## src/rtl/multi_sprite_engine_pkg.sv

```systemverilog
// Shared definitions for the multi-sprite engine: FSM states, the bit positions
// inside each direction nibble, and the default screen limits.
package multi_sprite_engine_pkg;

    typedef enum logic [2:0] {
        S_INIT,
        S_IDLE,
        S_SCAN,
        S_ERASE,
        S_MOVE,
        S_DRAW
    } state_t;

    localparam int unsigned DIR_RIGHT = 0;
    localparam int unsigned DIR_UP    = 1;
    localparam int unsigned DIR_DOWN  = 2;
    localparam int unsigned DIR_LEFT  = 3;

    localparam int unsigned DEF_X_MAX = 159;
    localparam int unsigned DEF_Y_MAX = 119;

endpackage

```

## src/rtl/multi_sprite_engine_scanner.sv

```systemverilog
// Walks the SIZE x SIZE offsets of one sprite block row-major, advancing only
// when the pixel sink accepts the current pixel.
module block_scanner #(
    parameter int unsigned SIZE = 4
) (
    input  logic                    clk,
    input  logic                    resetn,
    input  logic                    start,
    input  logic                    ready,
    output logic                    valid,
    output logic                    done,
    output logic [$clog2(SIZE)-1:0] next_x,
    output logic [$clog2(SIZE)-1:0] next_y
);
    localparam int unsigned LW = $clog2(SIZE);
    localparam logic [2*LW-1:0] ONE = 1;

    logic [2*LW-1:0] off;
    logic [2*LW-1:0] off_nxt;
    logic            fire;

    assign fire = valid && ready;
    assign done = fire && (off == '1);

    // The owner registers its pixel outputs from the offset this block will hold next.
    always_comb begin
        off_nxt = off;
        if (start)
            off_nxt = '0;
        else if (fire)
            off_nxt = off + ONE;
    end

    assign next_x = off_nxt[LW-1:0];
    assign next_y = off_nxt[2*LW-1:LW];

    always_ff @(posedge clk) begin
        if (!resetn) begin
            off   <= '0;
            valid <= 1'b0;
        end else begin
            off <= off_nxt;
            if (start)
                valid <= 1'b1;
            else if (done)
                valid <= 1'b0;
        end
    end

endmodule

```

## src/rtl/multi_sprite_engine.sv

```systemverilog
// Moves N_SPR square sprites on tick strobes, erasing each moved sprite and
// redrawing it at its clamped new position through a ready/valid pixel port.
module multi_sprite_engine
    import multi_sprite_engine_pkg::*;
#(
    parameter int unsigned N_SPR = 2,
    parameter int unsigned SIZE  = 4,
    parameter int unsigned XW    = 8,
    parameter int unsigned YW    = 7,
    parameter int unsigned X_MAX = DEF_X_MAX,
    parameter int unsigned Y_MAX = DEF_Y_MAX,
    parameter int unsigned CW    = 3
) (
    input  logic                  clk,
    input  logic                  resetn,
    input  logic                  tick,
    input  logic [4*N_SPR-1:0]    dir,
    input  logic [CW*N_SPR-1:0]   colour_in,
    input  logic [XW*N_SPR-1:0]   start_x,
    input  logic [YW*N_SPR-1:0]   start_y,
    input  logic                  plot_ready,
    output logic [XW-1:0]         x_out,
    output logic [YW-1:0]         y_out,
    output logic [CW-1:0]         c_out,
    output logic                  plot,
    output logic                  busy
);
    localparam int unsigned LW = $clog2(SIZE);
    localparam int unsigned IW = $clog2(N_SPR + 1);
    localparam logic [IW-1:0] LAST_IDX = IW'(N_SPR - 1);
    localparam logic [IW-1:0] N_IDX    = IW'(N_SPR);
    localparam logic [XW-1:0] X_LIM    = XW'(X_MAX - SIZE + 1);
    localparam logic [YW-1:0] Y_LIM    = YW'(Y_MAX - SIZE + 1);

    state_t              state;
    logic [IW-1:0]       idx;
    logic [4*N_SPR-1:0]  snap;
    logic                init_pend;
    logic [XW-1:0]       pos_x [N_SPR];
    logic [YW-1:0]       pos_y [N_SPR];

    logic                start, done, fire, load, moving;
    logic [LW-1:0]       nxt_x, nxt_y;
    logic [IW-1:0]       sel_idx;
    logic [XW-1:0]       sel_x, new_x, base_x;
    logic [YW-1:0]       sel_y, new_y, base_y;
    logic [CW-1:0]       sel_c, load_c;
    logic [3:0]          cur_nib;

    block_scanner #(.SIZE(SIZE)) u_scanner (
        .clk    (clk),
        .resetn (resetn),
        .start  (start),
        .ready  (plot_ready),
        .valid  (plot),
        .done   (done),
        .next_x (nxt_x),
        .next_y (nxt_y)
    );

    assign fire = plot && plot_ready;
    assign load = start || (fire && !done);

    // INIT chains sprites back to back, so the next pass loads sprite idx+1 in the done cycle.
    always_comb begin
        sel_idx = idx;
        if (state == S_INIT && done && idx != LAST_IDX)
            sel_idx = idx + IW'(1);
    end

    always_comb begin
        sel_x   = '0;
        sel_y   = '0;
        sel_c   = '0;
        cur_nib = '0;
        for (int unsigned i = 0; i < N_SPR; i++) begin
            if (sel_idx == IW'(i)) begin
                sel_x = pos_x[i];
                sel_y = pos_y[i];
                sel_c = colour_in[CW*i +: CW];
            end
            if (idx == IW'(i))
                cur_nib = snap[4*i +: 4];
        end
    end

    assign moving = (cur_nib[DIR_RIGHT] ^ cur_nib[DIR_LEFT]) ||
                    (cur_nib[DIR_UP] ^ cur_nib[DIR_DOWN]);

    always_comb begin
        new_x = sel_x;
        new_y = sel_y;
        if (cur_nib[DIR_RIGHT] && !cur_nib[DIR_LEFT] && sel_x < X_LIM)
            new_x = sel_x + XW'(1);
        else if (cur_nib[DIR_LEFT] && !cur_nib[DIR_RIGHT] && sel_x != '0)
            new_x = sel_x - XW'(1);
        if (cur_nib[DIR_DOWN] && !cur_nib[DIR_UP] && sel_y < Y_LIM)
            new_y = sel_y + YW'(1);
        else if (cur_nib[DIR_UP] && !cur_nib[DIR_DOWN] && sel_y != '0)
            new_y = sel_y - YW'(1);
    end

    // The DRAW pass starts in MOVE, before the new position has been written back.
    assign base_x = (state == S_MOVE) ? new_x : sel_x;
    assign base_y = (state == S_MOVE) ? new_y : sel_y;
    assign load_c = (state == S_SCAN || state == S_ERASE) ? '0 : sel_c;

    always_comb begin
        start = 1'b0;
        case (state)
            S_INIT:  start = init_pend || (done && idx != LAST_IDX);
            S_SCAN:  start = (idx != N_IDX) && moving;
            S_MOVE:  start = 1'b1;
            default: start = 1'b0;
        endcase
    end

    always_ff @(posedge clk) begin
        if (!resetn) begin
            state     <= S_INIT;
            idx       <= '0;
            snap      <= '0;
            init_pend <= 1'b1;
            busy      <= 1'b1;
            x_out     <= '0;
            y_out     <= '0;
            c_out     <= '0;
            for (int unsigned i = 0; i < N_SPR; i++) begin
                pos_x[i] <= start_x[XW*i +: XW];
                pos_y[i] <= start_y[YW*i +: YW];
            end
        end else begin
            init_pend <= 1'b0;
            if (load) begin
                x_out <= base_x + XW'(nxt_x);
                y_out <= base_y + YW'(nxt_y);
                c_out <= load_c;
            end
            case (state)
                S_INIT: begin
                    if (done) begin
                        if (idx == LAST_IDX) begin
                            state <= S_IDLE;
                            idx   <= '0;
                            busy  <= 1'b0;
                        end else begin
                            idx <= idx + IW'(1);
                        end
                    end
                end
                S_IDLE: begin
                    if (tick) begin
                        snap  <= dir;
                        idx   <= '0;
                        state <= S_SCAN;
                        busy  <= 1'b1;
                    end
                end
                S_SCAN: begin
                    if (idx == N_IDX) begin
                        state <= S_IDLE;
                        busy  <= 1'b0;
                    end else if (moving) begin
                        state <= S_ERASE;
                    end else begin
                        idx <= idx + IW'(1);
                    end
                end
                S_ERASE: begin
                    if (done)
                        state <= S_MOVE;
                end
                S_MOVE: begin
                    for (int unsigned i = 0; i < N_SPR; i++) begin
                        if (idx == IW'(i)) begin
                            pos_x[i] <= new_x;
                            pos_y[i] <= new_y;
                        end
                    end
                    state <= S_DRAW;
                end
                S_DRAW: begin
                    if (done) begin
                        idx   <= idx + IW'(1);
                        state <= S_SCAN;
                    end
                end
                default: state <= S_INIT;
            endcase
        end
    end

endmodule

```

## config.mk

```make
export PLATFORM = sky130hd
export DESIGN_NAME = multi_sprite_engine
export DESIGN_NICKNAME = d
export VERILOG_FILES = /design/src/rtl/multi_sprite_engine_pkg.sv /design/src/rtl/multi_sprite_engine_scanner.sv /design/src/rtl/multi_sprite_engine.sv
export SDC_FILE = /design/constraint.sdc
export NUM_CORES = 1
export LEC_CHECK = 0
export CAP_MARGIN = 20
export CORE_ASPECT_RATIO = 1.2
export CORE_MARGIN = 4
export CORE_UTILIZATION = 50
export DETAILED_ROUTE_END_ITERATION = 12
export PLACE_DENSITY = 0.69
export SLEW_MARGIN = 20
export SYNTH_ARGS = -nofsm -noshare
export SYNTH_HDL_FRONTEND = slang
export SYNTH_SLANG_ARGS = --single-unit
export TNS_END_PERCENT = 10
```

## constraint.sdc

```tcl
create_clock -name clk -period 10.74 [get_ports clk]
set_clock_uncertainty 0.15 [all_clocks]
set_input_delay 3.222 -clock clk [delete_from_list [all_inputs] [get_ports clk]]
set_output_delay 3.222 -clock clk [all_outputs]
set_load 0.01 [all_outputs]
```

== Word-level counts from Yosys, hierarchy flattened ==
Memories as Yosys holds them, arrays and structs flattened.
Index checks and enable logic that the tools add are counted.

* RAM bits: 30
* Output and inout port bits: 20
* Bits in registers: 38
* Logic and storage cells: 138
* Input port bits: 48
* Memories kept: 2

{| class="wikitable"
|+ Memory list
! memory !! depth !! bits a word !! read ports !! clocked after Yosys merged registers in !! wr ports !! line !! text
|-
| pos_x || 2 || 8 || 2 || 0 || 2 || multi_sprite_engine.sv:39 || <nowiki>logic [XW-1:0] pos_x [N_SPR];</nowiki>
|-
| pos_y || 2 || 7 || 2 || 0 || 2 || multi_sprite_engine.sv:40 || <nowiki>logic [YW-1:0] pos_y [N_SPR];</nowiki>
|}

* Add/subtract/negate cells: 8
* Reduce and logical (&&, ||, !) cells: 36
* Equality and inequality tests: 20
* Mux-type cells: 54
* Bitwise operators: 6
* $lt $le $gt $ge: 2

{| class="wikitable"
|+ Operators by type and width
! operator !! count
|-
| $mux W8 || 7
|-
| $mux W7 || 7
|-
| $mux W3 || 10
|-
| $pmux W3 S6 || 1
|-
| $mux W4 || 4
|-
| $logic_and A1 B1 Y1 || 15
|-
| $mux W1 || 15
|-
| $mux W2 || 7
|-
| $ne A2 B2 Y1 const B || 7
|-
| $reduce_and A6 Y1 || 2
|-
| $add A8 B1 Y8 const B || 1
|-
| $add A8 B2 Y8 || 1
|-
| $lt A8 B8 Y1 const B || 1
|-
| $pmux W2 S4 || 1
|-
| $reduce_bool A8 Y1 || 1
|-
| $sub A8 B1 Y8 const B || 1
|-
| $add A7 B1 Y7 const B || 1
|-
| $add A7 B2 Y7 || 1
|-
| $lt A7 B7 Y1 const B || 1
|-
| $reduce_bool A7 Y1 || 1
|-
| $sub A7 B1 Y7 const B || 1
|-
| $eq A3 B2 Y1 const B || 2
|-
| $eq A3 B3 Y1 const B || 2
|-
| $ne A2 B1 Y1 const B || 3
|-
| 19 further kinds || 33
|}

== Depth between registers and ports, before layout ==
* Depth after elaboration: 14
* Depth in mapped cells: 27

== Hierarchy ==
Synthesis repeated with hierarchy kept, for this count alone.

* Cells, all modules: 663
* Area, all modules: 5351.4 um^2

{| class="wikitable"
|+ By module, submodules not included
! module !! cells each !! times used !! area each (um^2)
|-
| multi_sprite_engine || 635 || 1 || 5119.9
|-
| block_scanner || 28 || 1 || 231.5
|}

== Least setup slack after synthesis ==
OpenSTA, ideal clock, no wires.

* Path kind: input port to flip-flop
* Start: in plot_ready
* End: reg x_out[5]
* Slack: 3.400 ns
* Setup time: 0.074 ns
* Path buffers: 2
* Stages: 23
* Data arrival time: 7.116 ns
* Required time: 10.516 ns
* Path through: nand2_1 -> nor3_4 -> buf_2 -> nor2_1 -> clkbuf_1 -> a221oi_1 -> nor2_1 -> inv_1 -> ha_1 -> o221ai_1 -> mux2i_1 -> a21bo_2 -> and2_1 -> nand4_1 -> o21ai_0 -> a211oi_1 -> ha_1 -> a21oi_1 -> nor2_1 -> o211ai_1 -> nand2_1 -> a31o_1 -> a31oi_1

* Cells in the longest elaborated chain, start to end: 14
* Elaborated cells on any way between the ends: 27
* Those cells by class: add/sub: 3; order compare: 1; eq/ne: 1; mux: 9; reduce/logical: 13

{| class="wikitable"
|+ Ends and longest elaborated chain
! element !! line !! text
|-
| start, declared || multi_sprite_engine.sv:21 || <nowiki>input logic plot_ready,</nowiki>
|-
| $logic_and A1 B1 Y1 * || multi_sprite_engine_scanner.sv:22, multi_sprite_engine.sv:61 ||
|-
| branches (longest 13 deep; another with $sub A8 B1 Y8) || n/a ||
|-
| end signal, assigned || multi_sprite_engine.sv:135 || <nowiki>x_out <= base_x + XW'(nxt_x);</nowiki>
|-
| end, declared || multi_sprite_engine.sv:22 || <nowiki>output logic [XW-1:0] x_out,</nowiki>
|}

Mark *: on every way between the ends.
A chain may end at the register's enable or synchronous reset.

== Final worst setup path ==
* Start: in plot_ready
* End: reg x_out[3]

Same word-level chain as after synthesis.

==> impl_results.md <==
* Status: completed
* # H-tree levels at 3
* Antenna cells at 0
* Critical R2R Launch: idx[0]$_SDFFE_PN0P_
* Post-synth top cells: nor2_1 (93), nand2_1 (78), dfxtp_1 (38)
* CTS sink cnt at 68
* CP Launch Type: primary input
* Mapped cell area at 0.005688 mm²
* GP Congestion at 0.9724
* Yosys top cell by area: edfxtp_1
* Rows at 42
* Ys Warns at 0
* Final Cycle Share at 76.15%
* Area contributors post-synth: edfxtp_1 (16%), dfxtp_1 (13%), mux2i_1 (6.3%)
* Pwr dens at 109.1 mW/mm²
* Leak Pwr at 2.363 nW
* Die Ht at 124.8 µm
* Final hold vios at 0
* Crit path max fanout at 14
* Initial core utilization at 51.30%
* Area Overhead vs Synth at 18.68%
* Relative slew slack at 38.14%
* Number of vias per cell at 6.114
* CP endpoint kind: register
* Post-synth EDFFs at 30
* Clock latency on the worst-skew pair at 0.34 ns
* Crit path DAT at 8.27 ns
* Avg Cell Area, Syn at 8.057 µm²
* # DRC at 0
* Drt pass-1 iters at 5
* GRT overflow at 0
* CTS tree: built
* Clk buf depth at 2
* Hold_ws at 0.3086 ns
* FF-to-FF End: y_out[5]$_SDFFE_PN0P_
* Most common cell in the netlist: nor2_1
* WHS Endpoint: y_out[1]$_SDFFE_PN0P_
* Die Area at 0.01315 mm²
* DP Wirelength at 12.69 mm
* Post-synthesis sequential area ratio at 29.21%
* Hold_buf cts at 0
* Fmax at 122.3 MHz
* Prevailing post-synth register cell: dfxtp_1
* WL final at 16.93 mm
* Final nets at 812
* Synth Net Count at 772
* Die Wd at 105.4 µm
* Dpl cell area at 0.006400 mm²
* Library cells used by synthesis at 81
* Fin area at 0.006750 mm²
* RSZ-0062 raised after global routing: false
* Setup TNS Final at 0 ns
* Vias at 5533
* Critical Path RT at 10.84 ns
* Number of top-level pins at 68
* Routed WL per cell at 18.71 µm
* Setup bufs post-CTS at 0
* Pin count of the biggest net entering global routing at 61
* IO buf count at 67
* Vias in the first global route at 5326
* Asr flop ratio synth at 0%
* Critical path class: in -> reg
* Hold depth at 2
* Max-Cap Viols at 0
* Initial DRC Count at 530
* Cts bufs inserted at 9
* First-pass GRT wire length at 27.50 mm
* Final ANT Viol Nets at 0
* VDD IR max at 0.00007314 V
* Flops & latches, synth at 68
* Setup violators final at 0
* Initial antenna violation count at 0
* Placeable Area at 0.01109 mm²
* Clk Tree Root Cell: clkbuf_16
* Share of cells above drive strength 1 at 7.590%
* Hold Startpoint: y_out[1]$_SDFFE_PN0P_
* Max-slew violation count at 0
* Post-Synthesis Cells at 706
* Actual slew at the worst max-slew pin at 0.9021 ns
* Aggregate global-route resource usage at 25.97%
* Final Critical Period at 8.178 ns
* Reg2Reg Depth at 20
* Hold Crit Class: reg -> reg
* R2r setup slk at 4.28 ns
* Share of the synthesized area in the top cell type at 15.84%
* PostCTS Resize Cnt at 0
* Worst-path clk slew at 0.06 ns
## critical path, cell delays in order
cell,delay [ns]
clkdlybuf4s50_1,0.50
nand2_1,0.18
nor3_4,0.61
nor2_1,0.34
a221oi_1,0.36
nor2_1,0.13
inv_1,0.10
ha_1,0.19
o221ai_1,0.12
mux2i_1,0.30
a21bo_2,0.30
and2_1,0.19
nand4_1,0.10
o21ai_0,0.10
a211oi_1,0.36
ha_1,0.31
a21oi_1,0.17
nor2_1,0.06
o211ai_1,0.12
nand2_1,0.14
xnor2_1,0.15
a211oi_1,0.22
## kinds of logic after synthesis
kind of cell             count (synthesis)  synth area share [%]
XOR/XNOR                                23                 3.674
multiplexers                            41                 7.325
flip-flops                              68                 29.21
adder cells (fa/ha/maj)                 18                 4.223
AO/OA/AOI/OAI                          202                 25.98
buffers and inverters                   69                 5.169
AND/OR/NAND/NOR                        285                 24.42
## layout by cell type, fill, tap and decap left out, types with 7 or more instances in the layout
cell type and n:
o21ai_0 29, edfxtp_1 30, mux2i_1 36, ha_1 16
clkbuf_16 12, a211oi_1 17, and2_1 7, nand3_1 19
dfxtp_1 37, or2_2 8, a221oi_1 10, o22ai_1 12
nand2b_1 8, o21a_1 14, inv_1 24, nand2_1 78
clkdlybuf4s50_1 67, and3_1 7, nor2_1 92, nand4_1 10
xnor2_1 18, nor3_1 17, a21oi_1 32, a31oi_1 13
## through the flow
stage / utilization, % / setup slack (ns) / power (mW) / cells
after global routing: 60.88 / 2.104 / 0.7624 / 905
final: 60.88 / 2.562 / 0.7366 / 905
after floorplan: - / 3.400 / 0.3522 / 706
after detailed placement: 57.72 / 2.264 / 0.3998 / 889
after CTS: 60.88 / 2.605 / 0.7397 / 905
after global placement: 57.72 / 2.411 / 0.3980 / 889
## area by class of cell
cell class                 count  area [µm²]
inverter                      25       93.84
clock inverter                 3       46.29
sequential                    68        1663
fill                        1022        4338
tap                          154       192.7
timing repair buffer          73       715.7
clock buffer                  13       304.0
multi-input combinational    569        3735
## sequential cells by signal, summed over array words and instances, names as in the netlist
register         cells
pos_x               16
pos_y               14
snap                 8
x_out                8
y_out                7
u_scanner.off        4
c_out                3
state                3
idx                  2
busy                 1
init_pend            1
u_scanner.valid      1
## how the worst max path moves through the flow
stage / end / slack [ns] / cells past startpoint / from
after detailed placement: x_out[3]$_SDFFE_PN0P_ / 2.26 / 22 / plot_ready
after global placement: x_out[5]$_SDFFE_PN0P_ / 2.41 / 22 / plot_ready
after global routing: x_out[3]$_SDFFE_PN0P_ / 2.10 / 22 / plot_ready
after floorplan: x_out[5]$_SDFFE_PN0P_ / 3.40 / 23 / plot_ready
after CTS: x_out[3]$_SDFFE_PN0P_ / 2.60 / 22 / plot_ready
final: x_out[3]$_SDFFE_PN0P_ / 2.56 / 22 / plot_ready
## where the power goes
part | internal [mW] | switching [mW]
combinational | 0.0494 | 0.0519
clock | 0.223 | 0.118
sequential | 0.283 | 0.0110
## per-layer routing
layer / routed length, µm / global-route usage, %
met5: 0 / 0
met4: 393 / 9.961
met3: 980 / 4.044
met2: 8057 / 42.83
met1: 7498 / 33.98
Note: power is estimated with default switching activity, not from simulation.
